## src/rtl/spi_frame_parser.sv

```systemverilog
// SPI write-frame parser: header, cmd, addr, len, payload[len] (+ checksum when
// SPI_FRAME_CHKSUM_EN is defined); accepted frames are replayed as register writes.
module spi_frame_parser #(
  parameter int unsigned MAX_LEN = 16,
  parameter logic [7:0]  HEADER  = 8'hA5,
  parameter logic [7:0]  CMD_WR  = 8'h01
) (
  input  logic       sys_clk,
  input  logic       rst,
  input  logic       rx_byte_valid,
  input  logic [7:0] rx_byte,
  input  logic       spi_cs,
  output logic       wr_valid,
  output logic [7:0] wr_addr,
  output logic [7:0] wr_data,
  input  logic       wr_ready,
  output logic       frame_ok,
  output logic       frame_err,
  output logic [2:0] err_code,
  output logic       busy
);

  localparam int unsigned CW     = $clog2(MAX_LEN + 1);
  localparam int unsigned IW     = (MAX_LEN > 1) ? $clog2(MAX_LEN) : 1;
  localparam logic [7:0]  MaxLen = 8'(MAX_LEN);

  localparam logic [2:0] StIdle    = 3'd0;
  localparam logic [2:0] StCmd     = 3'd1;
  localparam logic [2:0] StAddr    = 3'd2;
  localparam logic [2:0] StLen     = 3'd3;
  localparam logic [2:0] StPayload = 3'd4;
  localparam logic [2:0] StDrain   = 3'd6;
`ifdef SPI_FRAME_CHKSUM_EN
  localparam logic [2:0] StChk     = 3'd5;
  localparam logic [2:0] ErrChk    = 3'd3;
`endif

  localparam logic [2:0] ErrCmd     = 3'd1;
  localparam logic [2:0] ErrLen     = 3'd2;
  localparam logic [2:0] ErrAbort   = 3'd4;
  localparam logic [2:0] ErrOverrun = 3'd5;

  logic [2:0]    state_q, state_d;
  logic [7:0]    addr_q, addr_d;
  logic [CW-1:0] len_q, len_d;
  logic [CW-1:0] cnt_q, cnt_d, cnt_inc;
  logic [7:0]    buf_q [MAX_LEN];
  logic          buf_we;
  logic          wr_valid_q, wr_valid_d;
  logic [7:0]    wr_addr_q, wr_addr_d;
  logic [7:0]    wr_data_q, wr_data_d;
  logic          frame_ok_q, frame_ok_d;
  logic          frame_err_q, frame_err_d;
  logic [2:0]    err_code_q, err_code_d;
  logic          busy_q;
  logic          cs_s1_q, cs_s2_q, cs_s3_q;
  logic          abort, in_frame, last_byte;
`ifdef SPI_FRAME_CHKSUM_EN
  logic [7:0]    sum_q, sum_d;
`endif

  // cs idles high, so the synchronizer resets high to avoid a false edge
  always_ff @(posedge sys_clk or posedge rst) begin
    if (rst) begin
      cs_s1_q <= 1'b1;
      cs_s2_q <= 1'b1;
      cs_s3_q <= 1'b1;
    end else begin
      cs_s1_q <= spi_cs;
      cs_s2_q <= cs_s1_q;
      cs_s3_q <= cs_s2_q;
    end
  end

  assign abort     = cs_s2_q & ~cs_s3_q;
  assign in_frame  = (state_q != StIdle) && (state_q != StDrain);
  assign cnt_inc   = cnt_q + CW'(1);
  assign last_byte = (cnt_q == len_q - CW'(1));

  always_comb begin
    state_d     = state_q;
    addr_d      = addr_q;
    len_d       = len_q;
    cnt_d       = cnt_q;
    buf_we      = 1'b0;
    wr_valid_d  = wr_valid_q;
    wr_addr_d   = wr_addr_q;
    wr_data_d   = wr_data_q;
    frame_ok_d  = 1'b0;
    frame_err_d = 1'b0;
    err_code_d  = err_code_q;
`ifdef SPI_FRAME_CHKSUM_EN
    sum_d       = sum_q;
`endif

    if (abort && in_frame) begin
      state_d     = StIdle;
      frame_err_d = 1'b1;
      err_code_d  = ErrAbort;
    end else begin
      case (state_q)
        StIdle: begin
          if (rx_byte_valid && (rx_byte == HEADER)) begin
            state_d = StCmd;
`ifdef SPI_FRAME_CHKSUM_EN
            sum_d   = 8'd0;
`endif
          end
        end
        StCmd: begin
          if (rx_byte_valid) begin
            if (rx_byte == CMD_WR) begin
              state_d = StAddr;
            end else begin
              state_d     = StIdle;
              frame_err_d = 1'b1;
              err_code_d  = ErrCmd;
            end
`ifdef SPI_FRAME_CHKSUM_EN
            sum_d = sum_q + rx_byte;
`endif
          end
        end
        StAddr: begin
          if (rx_byte_valid) begin
            addr_d  = rx_byte;
            state_d = StLen;
`ifdef SPI_FRAME_CHKSUM_EN
            sum_d   = sum_q + rx_byte;
`endif
          end
        end
        StLen: begin
          if (rx_byte_valid) begin
            if ((rx_byte != 8'd0) && (rx_byte <= MaxLen)) begin
              len_d   = CW'(rx_byte);
              cnt_d   = '0;
              state_d = StPayload;
            end else begin
              state_d     = StIdle;
              frame_err_d = 1'b1;
              err_code_d  = ErrLen;
            end
`ifdef SPI_FRAME_CHKSUM_EN
            sum_d = sum_q + rx_byte;
`endif
          end
        end
        StPayload: begin
          if (rx_byte_valid) begin
            buf_we = 1'b1;
            cnt_d  = cnt_inc;
`ifdef SPI_FRAME_CHKSUM_EN
            sum_d  = sum_q + rx_byte;
            if (last_byte) state_d = StChk;
`else
            if (last_byte) begin
              state_d    = StDrain;
              cnt_d      = '0;
              wr_valid_d = 1'b1;
              wr_addr_d  = addr_q;
              // buf[0] is still being written when the frame is a single byte
              wr_data_d  = (cnt_q == '0) ? rx_byte : buf_q[0];
            end
`endif
          end
        end
`ifdef SPI_FRAME_CHKSUM_EN
        StChk: begin
          if (rx_byte_valid) begin
            if (rx_byte == sum_q) begin
              state_d    = StDrain;
              cnt_d      = '0;
              wr_valid_d = 1'b1;
              wr_addr_d  = addr_q;
              wr_data_d  = buf_q[0];
            end else begin
              state_d     = StIdle;
              frame_err_d = 1'b1;
              err_code_d  = ErrChk;
            end
          end
        end
`endif
        StDrain: begin
          if (rx_byte_valid) begin
            frame_err_d = 1'b1;
            err_code_d  = ErrOverrun;
          end
          if (wr_valid_q && wr_ready) begin
            if (last_byte) begin
              wr_valid_d = 1'b0;
              frame_ok_d = 1'b1;
              state_d    = StIdle;
            end else begin
              cnt_d     = cnt_inc;
              wr_addr_d = wr_addr_q + 8'd1;
              wr_data_d = buf_q[cnt_inc[IW-1:0]];
            end
          end
        end
        default: state_d = StIdle;
      endcase
    end
  end

  always_ff @(posedge sys_clk) begin
    if (buf_we) buf_q[cnt_q[IW-1:0]] <= rx_byte;
  end

  always_ff @(posedge sys_clk or posedge rst) begin
    if (rst) begin
      state_q     <= StIdle;
      addr_q      <= 8'd0;
      len_q       <= '0;
      cnt_q       <= '0;
      wr_valid_q  <= 1'b0;
      wr_addr_q   <= 8'd0;
      wr_data_q   <= 8'd0;
      frame_ok_q  <= 1'b0;
      frame_err_q <= 1'b0;
      err_code_q  <= 3'd0;
      busy_q      <= 1'b0;
`ifdef SPI_FRAME_CHKSUM_EN
      sum_q       <= 8'd0;
`endif
    end else begin
      state_q     <= state_d;
      addr_q      <= addr_d;
      len_q       <= len_d;
      cnt_q       <= cnt_d;
      wr_valid_q  <= wr_valid_d;
      wr_addr_q   <= wr_addr_d;
      wr_data_q   <= wr_data_d;
      frame_ok_q  <= frame_ok_d;
      frame_err_q <= frame_err_d;
      err_code_q  <= err_code_d;
      busy_q      <= (state_d != StIdle);
`ifdef SPI_FRAME_CHKSUM_EN
      sum_q       <= sum_d;
`endif
    end
  end

  assign wr_valid  = wr_valid_q;
  assign wr_addr   = wr_addr_q;
  assign wr_data   = wr_data_q;
  assign frame_ok  = frame_ok_q;
  assign frame_err = frame_err_q;
  assign err_code  = err_code_q;
  assign busy      = busy_q;

endmodule

```

## config.mk

```make
export PLATFORM = sky130hd
export DESIGN_NAME = spi_frame_parser
export DESIGN_NICKNAME = d
export VERILOG_FILES = /design/src/rtl/spi_frame_parser.sv
export SDC_FILE = /design/constraint.sdc
export NUM_CORES = 1
export LEC_CHECK = 0
export BUFFER_PORTS_ARGS = -buffer_cell sky130_fd_sc_hd__buf_4
export CAP_MARGIN = 25
export CORE_ASPECT_RATIO = 0.8
export CORE_MARGIN = 3
export CORE_UTILIZATION = 60
export CTS_BUF_LIST = sky130_fd_sc_hd__clkbuf_8
export DETAILED_ROUTE_END_ITERATION = 10
export PLACE_DENSITY_LB_ADDON = 0.15
export SYNTH_ARGS = -nofsm -noshare
export SYNTH_HDL_FRONTEND = slang
export SYNTH_SLANG_ARGS = --single-unit
```

## constraint.sdc

```tcl
create_clock -name sys_clk -period 3.2 [get_ports sys_clk]
set_input_delay 0.16 -clock sys_clk [delete_from_list [all_inputs] [get_ports sys_clk]]
set_output_delay 0.16 -clock sys_clk [all_outputs]
set_load 0.005 [all_outputs]
```

==> flow_summary.json, run 1 <==
{
  "fillers": 789,
  "sw_frac_of_total_pct": 28.3,
  "die_h_um": 106,
  "synth_seq_area_share_pct": 67.0,
  "postPlaceCellArea_um2": 8050,
  "postCtsSetupRepairBufs": 0,
  "clk_pin_slew_worst_paths_ns": 0.09,
  "drt-total-wl_mm": 15.8,
  "firstDrtPassIters": 5,
  "cts_made_buffers": 17,
  "die_w_um": 131,
  "cts_tree": "yes",
  "worstSetupStartpoint": "len_q[0]",
  "fin_area_um2": 8500,
  "crit_fanout": 25,
  "grt_use_total_pct": 24.9,
  "period_minus_slack_ns": 2.53,
  "power_density_nw_per_um2": 646,
  "port_buffers": 35,
  "grt_max_degree": 48,
  "fmax_ghz": 0.395,
  "worst_slew_pin_slew_ns": 0.893,
  "switchingPower_mw": 1.56,
  "yosysWarnings": 0,
  "clockBufferDepth": 2,
  "min-delay-start": "rx_byte[0]",
  "clock-sinks": 175,
  "antenna_found_initial": 0,
  "power.share.combinational_pct": 23.7,
  "required_ns": 3.55,
  "rsz0062_at_grt": "false",
  "synth_edf_count": 128,
  "start_util_pct": 63.2,
  "io_pins": 36,
  "synthesis.area_um2": 7500,
  "drive_above_1_share_pct": 26.4,
  "r2r-start": "len_q[0]",
  "grt_pass1_vias": 4501,
  "rows": 35,
  "p_int_mw": 3.93,
  "post-route-period-util_pct": 79.0,
  "drt_iter0_markers": 472,
  "tns_ns": 0,
  "synthCells": 504,
  "relSlewSlack_pct": 40.4,
  "die-area_um2": 13900,
  "cp-end-kind": "flop",
  "htree_num_levels": 4,
  "place_ws_ns": 0.651,
  "layout.area.seq_um2": 5020,
  "skew_ns": 0.0147,
  "peakVddDrop_uv": 407,
  "seqPwrFrac_pct": 48.3,
  "hold_violations": 0,
  "grt_pass1_wl_mm": 25.4,
  "crit_path_start_kind": "flop",
  "fin_nets": 579,
  "ys_async_sr_fraction_pct": 26.9,
  "ys_ff_latch": 175,
  "ys.flop_type": "edfxtp_1",
  "clock_latency_ns": 0.46,
  "core_area_um2": 11900,
  "wl_per_cell_um": 21.4,
  "report.final.slew_viol_count": 0,
  "multi_input_area_um2": 2320,
  "synthToLayoutAreaGrowth_pct": 13.4,
  "final_antenna_net_count": 0,
  "critPathArrivalTime_ns": 2.88,
  "dp_hpwl_mm": 10.6,
  "min_path_type": "input pin to flop",
  "gr-total-overflow": 0,
  "power_frac_clock_pct": 28.0,
  "syn_nets": 523,
  "hold-worst-slack_ns": 0.0875,
  "setup_violations": 0,
  "cts_root_buf": "clkbuf_8",
  "outcome": "finished clean",
  "drcViolationCount": 0,
  "gp_congestion": 0.814,
  "via_per_inst": 6.12,
  "synth_area_per_cell_um2": 14.9,
  "fin_ws_ns": 0.671,
  "ys_types": 56,
  "worstSetupPathType": "flop to flop",
  "maxCapViolCount": 0,
  "vias": 4526,
  "num_antenna_cells": 0,
  "p_leak_nw": 3.13
}
-- synthesized netlist by cell type (all sizes together) (2+ instances only) --
library cell	count	area (um2)
a211oi	2	20.0
a21o	2	15.0
a21oi	8	40.0
a31oi	2	12.5
a32oi	8	70.1
and2	5	31.3
and3	2	12.5
buf	10	57.6
clkbuf	16	62.6
dfrtp	44	1100
dfstp	3	78.8
edfxtp	128	3840
ha	6	75.1
inv	11	41.3
mux2	15	169
mux2i	11	110
mux4	32	721
nand2	70	263
nand2b	4	25.0
nand3	17	85.1
nand3b	2	15.0
nand4	3	18.8
nor2	25	96.4
nor2b	5	31.3
nor3	11	55.1
nor3b	2	15.0
nor4b	2	17.5
o211ai	5	37.5
o21a	2	15.0
o21ai	22	110
o311ai	3	33.8
o31ai	2	15.0
or2	3	18.8
xnor2	3	26.3
xor2	6	52.6
-- cells by family after synthesis --
family	Yosys count	synth area share (%)
flip-flops	175	67.0
AND/OR/NAND/NOR	156	9.66
AO/OA/AOI/OAI	63	5.79
multiplexers	58	13.3
buffers and inverters	37	2.15
XOR/XNOR	9	1.05
adder cells (fa/ha/maj)	6	1.00
-- worst max-delay path, cell delays in order, from the launching register on --
cell and delay, ns:
dfrtp_1 0.42, inv_1 0.07, ha_1 0.21, or2b_1 0.12, a21boi_1 0.07, o311ai_2 0.80, mux2i_1 0.16, buf_4 0.24
o311ai_0 0.32
-- cell type report --
class	count	area share [%]
timing repair buffer	63	5.95
clock buffer	18	2.92
clock inverter	14	1.80
inverter	11	0.486
tap	166	2.44
sequential	175	59.1
multi-input combinational	292	27.3
-- path summary, 6_finish.rpt --
path | end | slack [ns] | cells after the start
min in group asynchronous | wr_addr[7] | 0.11 | 3
max | wr_addr[6] | 0.67 | 8
max in group asynchronous | cs_s3_q | 2.59 | 4
min reg2reg | cs_s2_q | 0.36 | 0
min | buf_q[13][0] | 0.09 | 1
max reg2reg | wr_addr[6] | 0.67 | 8
-- power groups by stage --
stage,Sequential [mW],Clock [mW],Combinational (mW)
after floorplan,2.65,0,0.976
after global placement,2.69,0,1.26
after CTS,2.65,1.56,1.31
after global routing,2.67,1.66,1.42
final,2.65,1.54,1.30
after detailed placement,2.70,0,1.30
-- flip-flops by register name, summed over array words and instances (netlist names) --
name / flops
len_q: 5
state_q: 3
wr_valid: 1
cs_s1_q: 1
cs_s3_q: 1
frame_ok: 1
frame_err: 1
wr_addr: 8
err_code: 3
busy: 1
addr_q: 8
cnt_q: 5
wr_data: 8
buf_q: 128
cs_s2_q: 1
-- timing repair --
item / 4_1_cts / 5_1_grt
hold buffers: 3 / 0
resized for setup: 0 / 0
hold endpoints to repair: 46 / 0
-- layer usage --
metal	up-vias	global-route usage, %	part of all wire, %	wire, um
li1	2031	-	-	-
met1	2285	38.3	44	6940
met2	188	36.1	47	7360
met3	22	7.03	8.5	1340
met4	0	5.51	1.1	176
met5	-	0	0	0
-- placed cells by master, fill, tap and decap left out, types with 3 or more instances in the layout --
cell type	n
nor2b_1	5
mux2_2	15
clkinv_2	4
mux4_2	32
nor2_1	24
or2_2	3
nand3_1	17
edfxtp_1	128
ha_1	6
inv_6	6
a32oi_1	8
xor2_1	6
dfrtp_1	43
dfstp_2	3
and2_1	4
nor3_1	11
nand4_1	3
buf_4	58
nand2b_1	4
nand2_1	70
dlygate4sd3_1	3
mux2i_1	11
clkbuf_8	18
o21ai_0	21
inv_1	10
xnor2_1	3
a21oi_1	8
o211ai_1	5
-- stage by stage --
stage | power, mW | cells | utilization, %
after floorplan | 3.63 | 504 | -
after global placement | 3.96 | 703 | 67.8
after detailed placement | 4.00 | 703 | 67.8
after CTS | 5.51 | 738 | 71.4
after global routing | 5.74 | 739 | 71.6
final | 5.49 | 739 | 71.6
No activity file was read; power rests on OpenSTA's default activity.
==> run 2, diff against run 1 <==
--- a/config.mk
+++ b/config.mk
@@ -5,11 +5,12 @@
 export SDC_FILE = /design/constraint.sdc
 export NUM_CORES = 1
 export LEC_CHECK = 0
+export ABC_AREA = 1
 export BUFFER_PORTS_ARGS = -buffer_cell sky130_fd_sc_hd__buf_4
 export CAP_MARGIN = 25
 export CORE_ASPECT_RATIO = 0.8
 export CORE_MARGIN = 3
-export CORE_UTILIZATION = 60
+export CORE_UTILIZATION = 57
 export CTS_BUF_LIST = sky130_fd_sc_hd__clkbuf_8
 export DETAILED_ROUTE_END_ITERATION = 10
 export PLACE_DENSITY_LB_ADDON = 0.15
==> constraint.sdc (replaced) <==
create_clock -name sys_clk -period 2.1 [get_ports sys_clk]
set_input_delay 0.105 -clock sys_clk [delete_from_list [all_inputs] [get_ports sys_clk]]
set_output_delay 0.105 -clock sys_clk [all_outputs]
set_load 0.005 [all_outputs]
==> run 2 against run 1 <==
Cell area increased by 7.2%. Clock power increased by 56%. Combinational power increased by 11%. Synthesized cell count increased by 59%. Sequential cell count unchanged. Maximum frequency increased by 24%. Non-clock buffer count increased by 26. Routed wire length increased by 25%. Via count increased by 35%. Sequential power increased by 43%. Largest power group unchanged. Worst setup slack got worse by 0.61 ns.
==> flow_summary.json, run 2 <==
{
  "outcome": "finished clean",
  "worstSetupPathType": "flop to flop",
  "firstDrtPassIters": 6,
  "fmax_ghz": 0.491,
  "io_pins": 36,
  "place_ws_ns": 0.0359,
  "yosys-top-cells-count": "nand2_1 (170), nor2_1 (156), edfxtp_1 (128)",
  "via_per_inst": 5.73,
  "final_util_pct": 69.3,
  "synth_seq_area_share_pct": 64.1,
  "core_area_um2": 13100,
  "critPathMaxStageDelay_ns": 0.41,
  "worstReg2RegEnd": "buf_q[3][6]",
  "required_ns": 2.30,
  "postPlaceCellArea_um2": 8520,
  "crit_slowest_cell": "dfrtp_1",
  "synthesis.area_um2": 7840,
  "r2r_slack_ns": 0.06,
  "syn_nets": 820,
  "clockBufferDepth": 2,
  "synthCells": 801,
  "cts_tree": "yes",
  "stdcell_count": 1065,
  "synthXorXnorAreaFrac_pct": 0.750,
  "min_path_type": "input pin to flop",
  "fin_area_um2": 9110,
  "start_util_pct": 59.6,
  "tns_ns": 0,
  "rows": 37,
  "p_leak_nw": 3.75,
  "final_antenna_net_count": 0,
  "antenna_found_initial": 0,
  "power_density_nw_per_um2": 838,
  "die_h_um": 111,
  "die-area_um2": 15200,
  "worstPathCellList": "inv_2, nand2_1, nor2_1, nand3_2, inv_2, nand2_1, nor2_1, buf_4",
  "drt_iter0_markers": 839,
  "ys_async_sr_fraction_pct": 26.9,
  "num_antenna_cells": 0,
  "cts_root_buf": "clkbuf_8",
  "synth-simple-area-share_pct": 21.7,
  "clk_pin_slew_worst_paths_ns": 0.09,
  "path_delay_family": "simple AND/OR/NAND/NOR gates",
  "yosys.area_share.adder_pct": 0.958,
  "dp_cells": 1021,
  "port_buffers": 35,
  "wl_per_cell_um": 18.6,
  "grt_max_degree": 52,
  "synth_edf_count": 128,
  "crit_path_start_kind": "flop",
  "skew_ns": 0.0139,
  "gp_congestion": 0.941,
  "grt_use_total_pct": 27.2,
  "layout_common_cells": "nand2_1 (168), nor2_1 (156), edfxtp_1 (128)",
  "worstRegToRegCells": 8,
  "r2r-start": "state_q[0]",
  "die_w_um": 137,
  "worst_slew_pin_slew_ns": 0.668,
  "maxCapViolCount": 0,
  "largest_reg_flops": 128,
  "report.final.slew_viol_count": 0,
  "synth.most_common_cell": "nand2_1",
  "vias": 6104,
  "cp.depth": 8,
  "grt_pass1_wl_mm": 31.0,
  "synth_area_per_cell_um2": 9.79,
  "peakVddDrop_uv": 582,
  "worstSetupStartpoint": "state_q[0]",
  "fin_nets": 896,
  "final_common_cell": "nand2_1",
  "relSlewSlack_pct": 55.4,
  "rsz0062_at_grt": "true",
  "post-route-period-util_pct": 96.9,
  "fin_ws_ns": 0.0643,
  "path_buf_inv": 3,
  "hold_violations": 0,
  "period_minus_slack_ns": 2.04,
  "setup_violations": 0,
  "synth_compound_area_share_pct": 8.20,
  "yosysWarnings": 0,
  "ys_ff_latch": 175,
  "grt_pass1_vias": 5720,
  "endpoint": "buf_q[3][6]",
  "ys_types": 35,
  "synth_area_leader_cell": "edfxtp_1",
  "gr-total-overflow": 0,
  "critPathArrivalTime_ns": 2.23,
  "cp-end-kind": "flop",
  "netlist_top_cells_area": "edfxtp_1 (49%), dfrtp_1 (14%), nand2_1 (8.1%)",
  "htree_num_levels": 4,
  "synthToLayoutAreaGrowth_pct": 16.2,
  "drcViolationCount": 0,
  "synth.area.mux_share_pct": 0,
  "clock-sinks": 175,
  "synth_top_area_share_pct": 49.0,
  "cts_made_buffers": 17,
  "ys.flop_type": "edfxtp_1",
  "clock_latency_ns": 0.48,
  "drive_above_1_share_pct": 15.8,
  "drt-total-wl_mm": 19.8,
  "dp_hpwl_mm": 13.2,
  "crit_fanout": 7,
  "synth_top_family_by_area": "simple AND/OR/NAND/NOR gates"
}
run 2: cell types whose count changed after synthesis, moves of 32 or more:
cell / change
nand3_1: +50
nor2_1: +132
mux4_2: -32
nand2_1: +100
o21ai_0: +64
inv_1: +34
run 2: metal layers:
| metal | GRT usage [%] | up-vias | wire (um) |
|---|---|---|---|
| met5 | 0 | - | 0 |
| met4 | 8.64 | 0 | 318 |
| met3 | 6.31 | 36 | 2050 |
| met2 | 38.2 | 304 | 8720 |
| met1 | 42.0 | 2919 | 8730 |
| li1 | - | 2845 | - |
run 2: what timing repair did:
action | in CTS | in global routing
gates resized for setup | 0 | 23
hold buffers | 8 | 0
setup endpoints to repair | 0 | 21
hold endpoints to repair | 55 | 0
setup buffers | 0 | 4
run 2: worst min-delay path by stage:
stage                           from      endpoint  slack, ns  cells after the start
after floorplan               spi_cs       cs_s1_q       0.11                      0
after global placement        spi_cs       cs_s1_q       0.21                      1
after detailed placement      spi_cs       cs_s1_q       0.21                      1
after CTS                 rx_byte[2]  buf_q[13][2]      0.002                      1
after global routing      rx_byte[4]  buf_q[12][4]      0.003                      1
final                     rx_byte[2]  buf_q[10][2]       0.03                      1
run 2: cell type report:
| cell class | count | area, um2 |
|---|---|---|
| Multi-Input combinational cell | 542 | 2530 |
| Inverter | 52 | 200 |
| Sequential cell | 175 | 5020 |
| Clock inverter | 15 | 168 |
| Tap cell | 175 | 219 |
| Clock buffer | 17 | 234 |
| Timing Repair Buffer | 89 | 733 |
| Fill cell | 961 | 4040 |
run 2: worst register-to-register path, delay by kind of cell (launching register included):
family,cells,cell delay [ns]
simple gates,5,0.87
flops,1,0.41
buf+inv,3,0.46
run 2: kinds of logic after synthesis:
group	count (synthesis)
fa+ha+maj	6
flops	175
compound gates	120
xor+xnor	5
simple gates	411
buf+inv	84
run 2: where the power goes:
group          switching [mW]  internal [mW]
clock network            1.24           1.17
registers              0.0279           3.76
logic                   0.960          0.479
run 2: stage by stage:
stage	power, mW	hold WS [ns]
floorplan	4.74	0.109
global placement	5.18	0.213
detailed placement	5.22	0.215
CTS	7.58	0.00223
global route	7.94	0.00336
finish	7.63	0.0260
==> run 3, diff against run 2 <==
--- a/config.mk
+++ b/config.mk
@@ -10,7 +10,7 @@
 export CAP_MARGIN = 25
 export CORE_ASPECT_RATIO = 0.8
 export CORE_MARGIN = 3
-export CORE_UTILIZATION = 57
+export CORE_UTILIZATION = 30
 export CTS_BUF_LIST = sky130_fd_sc_hd__clkbuf_8
 export DETAILED_ROUTE_END_ITERATION = 10
 export PLACE_DENSITY_LB_ADDON = 0.15
==> run 3 against run 2 <==
Cell area up 3.0%. Combinational power up 3%. Clock-buffer cell count unchanged. Maximum frequency up 4.8%. Critical endpoint is now wr_data[1]. Largest power group unchanged. Highest routed layer unchanged.
==> flow_summary.json, run 3 (synthesized netlist as in run 2, its figures left out) <==
{
  "r2r_slack_ns": 0.16,
  "layout.area.seq_um2": 5020,
  "rows": 52,
  "core_area_um2": 25500,
  "power_density_nw_per_um2": 806,
  "largest_reg_flops": 128,
  "final_antenna_net_count": 0,
  "outcome": "finished clean",
  "drt_iter0_markers": 414,
  "die_w_um": 187,
  "tns_ns": 0,
  "wl_per_cell_um": 17.3,
  "total_power_mw": 7.57,
  "antenna_found_initial": 0,
  "min_path_type": "input pin to flop",
  "worstSetupPathType": "flop to flop",
  "report.final.slew_viol_count": 0,
  "synthToLayoutAreaGrowth_pct": 19.7,
  "hold_path_depth": 1,
  "place_ws_ns": 0.101,
  "num_antenna_cells": 0,
  "rsz0062_at_grt": "true",
  "io_pins": 36,
  "skew_ns": 0.0175,
  "multi_input_area_um2": 2520,
  "setup_violations": 0,
  "die_h_um": 151,
  "period_minus_slack_ns": 1.94,
  "grt_max_degree": 63,
  "gp_congestion": 0.781,
  "drt-total-wl_mm": 21.6,
  "final_common_cell": "nand2_1",
  "p_leak_nw": 3.79,
  "fin_ws_ns": 0.157,
  "fillers": 2608,
  "stdcell_count": 1249,
  "required_ns": 2.45,
  "start_util_pct": 30.7,
  "postPlaceCellArea_um2": 8840,
  "drive_above_1_share_pct": 16.5,
  "worstRegToRegCells": 15,
  "crit_fanout": 13,
  "firstDrtPassIters": 6,
  "fin_area_um2": 9390,
  "crit_path_start_kind": "flop",
  "relSlewSlack_pct": 62.4,
  "grt_pass1_vias": 5698,
  "clock-sinks": 175,
  "grt_pass1_wl_mm": 34.1,
  "r2r-start": "len_q[0]",
  "htree_num_levels": 4,
  "worst_slew_pin_slew_ns": 0.563,
  "via_per_inst": 4.59,
  "peakVddDrop_uv": 356,
  "drcViolationCount": 0,
  "cp-end-kind": "flop",
  "fmax_ghz": 0.515,
  "critPathArrivalTime_ns": 2.29,
  "maxCapViolCount": 0,
  "port_buffers": 35,
  "cts_root_buf": "clkbuf_8",
  "clockBufferDepth": 2,
  "worstSetupStartpoint": "len_q[0]",
  "post-route-period-util_pct": 92.5,
  "die-area_um2": 28100,
  "cts_tree": "yes",
  "clock_latency_ns": 0.45,
  "clk_pin_slew_worst_paths_ns": 0.10,
  "dp_cells": 1206,
  "hold-worst-slack_ns": 0.0423,
  "dp_hpwl_mm": 14.9,
  "gr-total-overflow": 0,
  "final_util_pct": 36.8,
  "layout_common_cells": "nand2_1 (168), nor2_1 (156), edfxtp_1 (128)",
  "fin_nets": 904,
  "endpoint": "wr_data[1]",
  "vias": 5739,
  "hold_violations": 0,
  "worstReg2RegEnd": "wr_data[1]",
  "cts_made_buffers": 17,
  "grt_use_total_pct": 15.9
}
==> run 3: cell types whose count changed in the layout (fill, tap and decap cells not counted), moves of 3 or more <==
cell and change:
buf_12 +3, buf_6 +3, o21ai_2 -3, o21ai_0 +5, dlygate4sd3_1 -3, buf_4 +6
==> run 3: power by group <==
group	internal, mW	leakage (nW)	switching (mW)
combinational	0.514	1.83	0.967
sequential	3.76	1.76	0.0210
clock	1.05	0.199	1.25
total	5.33	3.79	2.24
==> run 3: final cells by class <==
type | count | share of cell area, %
Clock buffer | 17 | 2.49
Clock inverter | 15 | 1.57
Inverter | 52 | 2.11
Multi-Input combinational cell | 542 | 26.8
Sequential cell | 175 | 53.5
Tap cell | 351 | 4.68
Timing Repair Buffer | 97 | 8.81
==> run 3: metal layers <==
metal | GRT usage, % | up-vias | share of wire (%)
met1 | 24.8 | 2761 | 54
met4 | 3.63 | 0 | 1.1
met3 | 2.77 | 13 | 3.8
met2 | 22.8 | 105 | 41
met5 | 0 | - | 0
li1 | - | 2860 | -
==> run 3: critical path, stage by stage (launching register included) <==
cell,delay (ns)
dfrtp_1,0.40
inv_1,0.11
ha_1,0.22
inv_1,0.06
nand2_1,0.07
nand2_1,0.06
nand2_1,0.05
nand2_1,0.08
nor2_4,0.15
nand2_2,0.09
nand2_2,0.08
nand2_2,0.10
nand2_4,0.14
inv_4,0.09
nand2_1,0.08
nand2_1,0.05
==> run 3: worst min-delay path by stage <==
stage | start | end | slack (ns)
floorplan | spi_cs | cs_s1_q | 0.11
global route | rx_byte[6] | buf_q[0][6] | 0.002
detailed placement | spi_cs | cs_s1_q | 0.21
global placement | rst | wr_addr[6] | 0.21
CTS | rx_byte_valid | state_q[0] | 0.01
finish | rx_byte[6] | buf_q[9][6] | 0.04
==> run 3: what timing repair did <==
action	CTS	global route
gates resized for setup	0	12
setup buffers	0	6
endpoints found under the hold margin	31	0
setup endpoints to repair	0	19
hold buffers	5	0
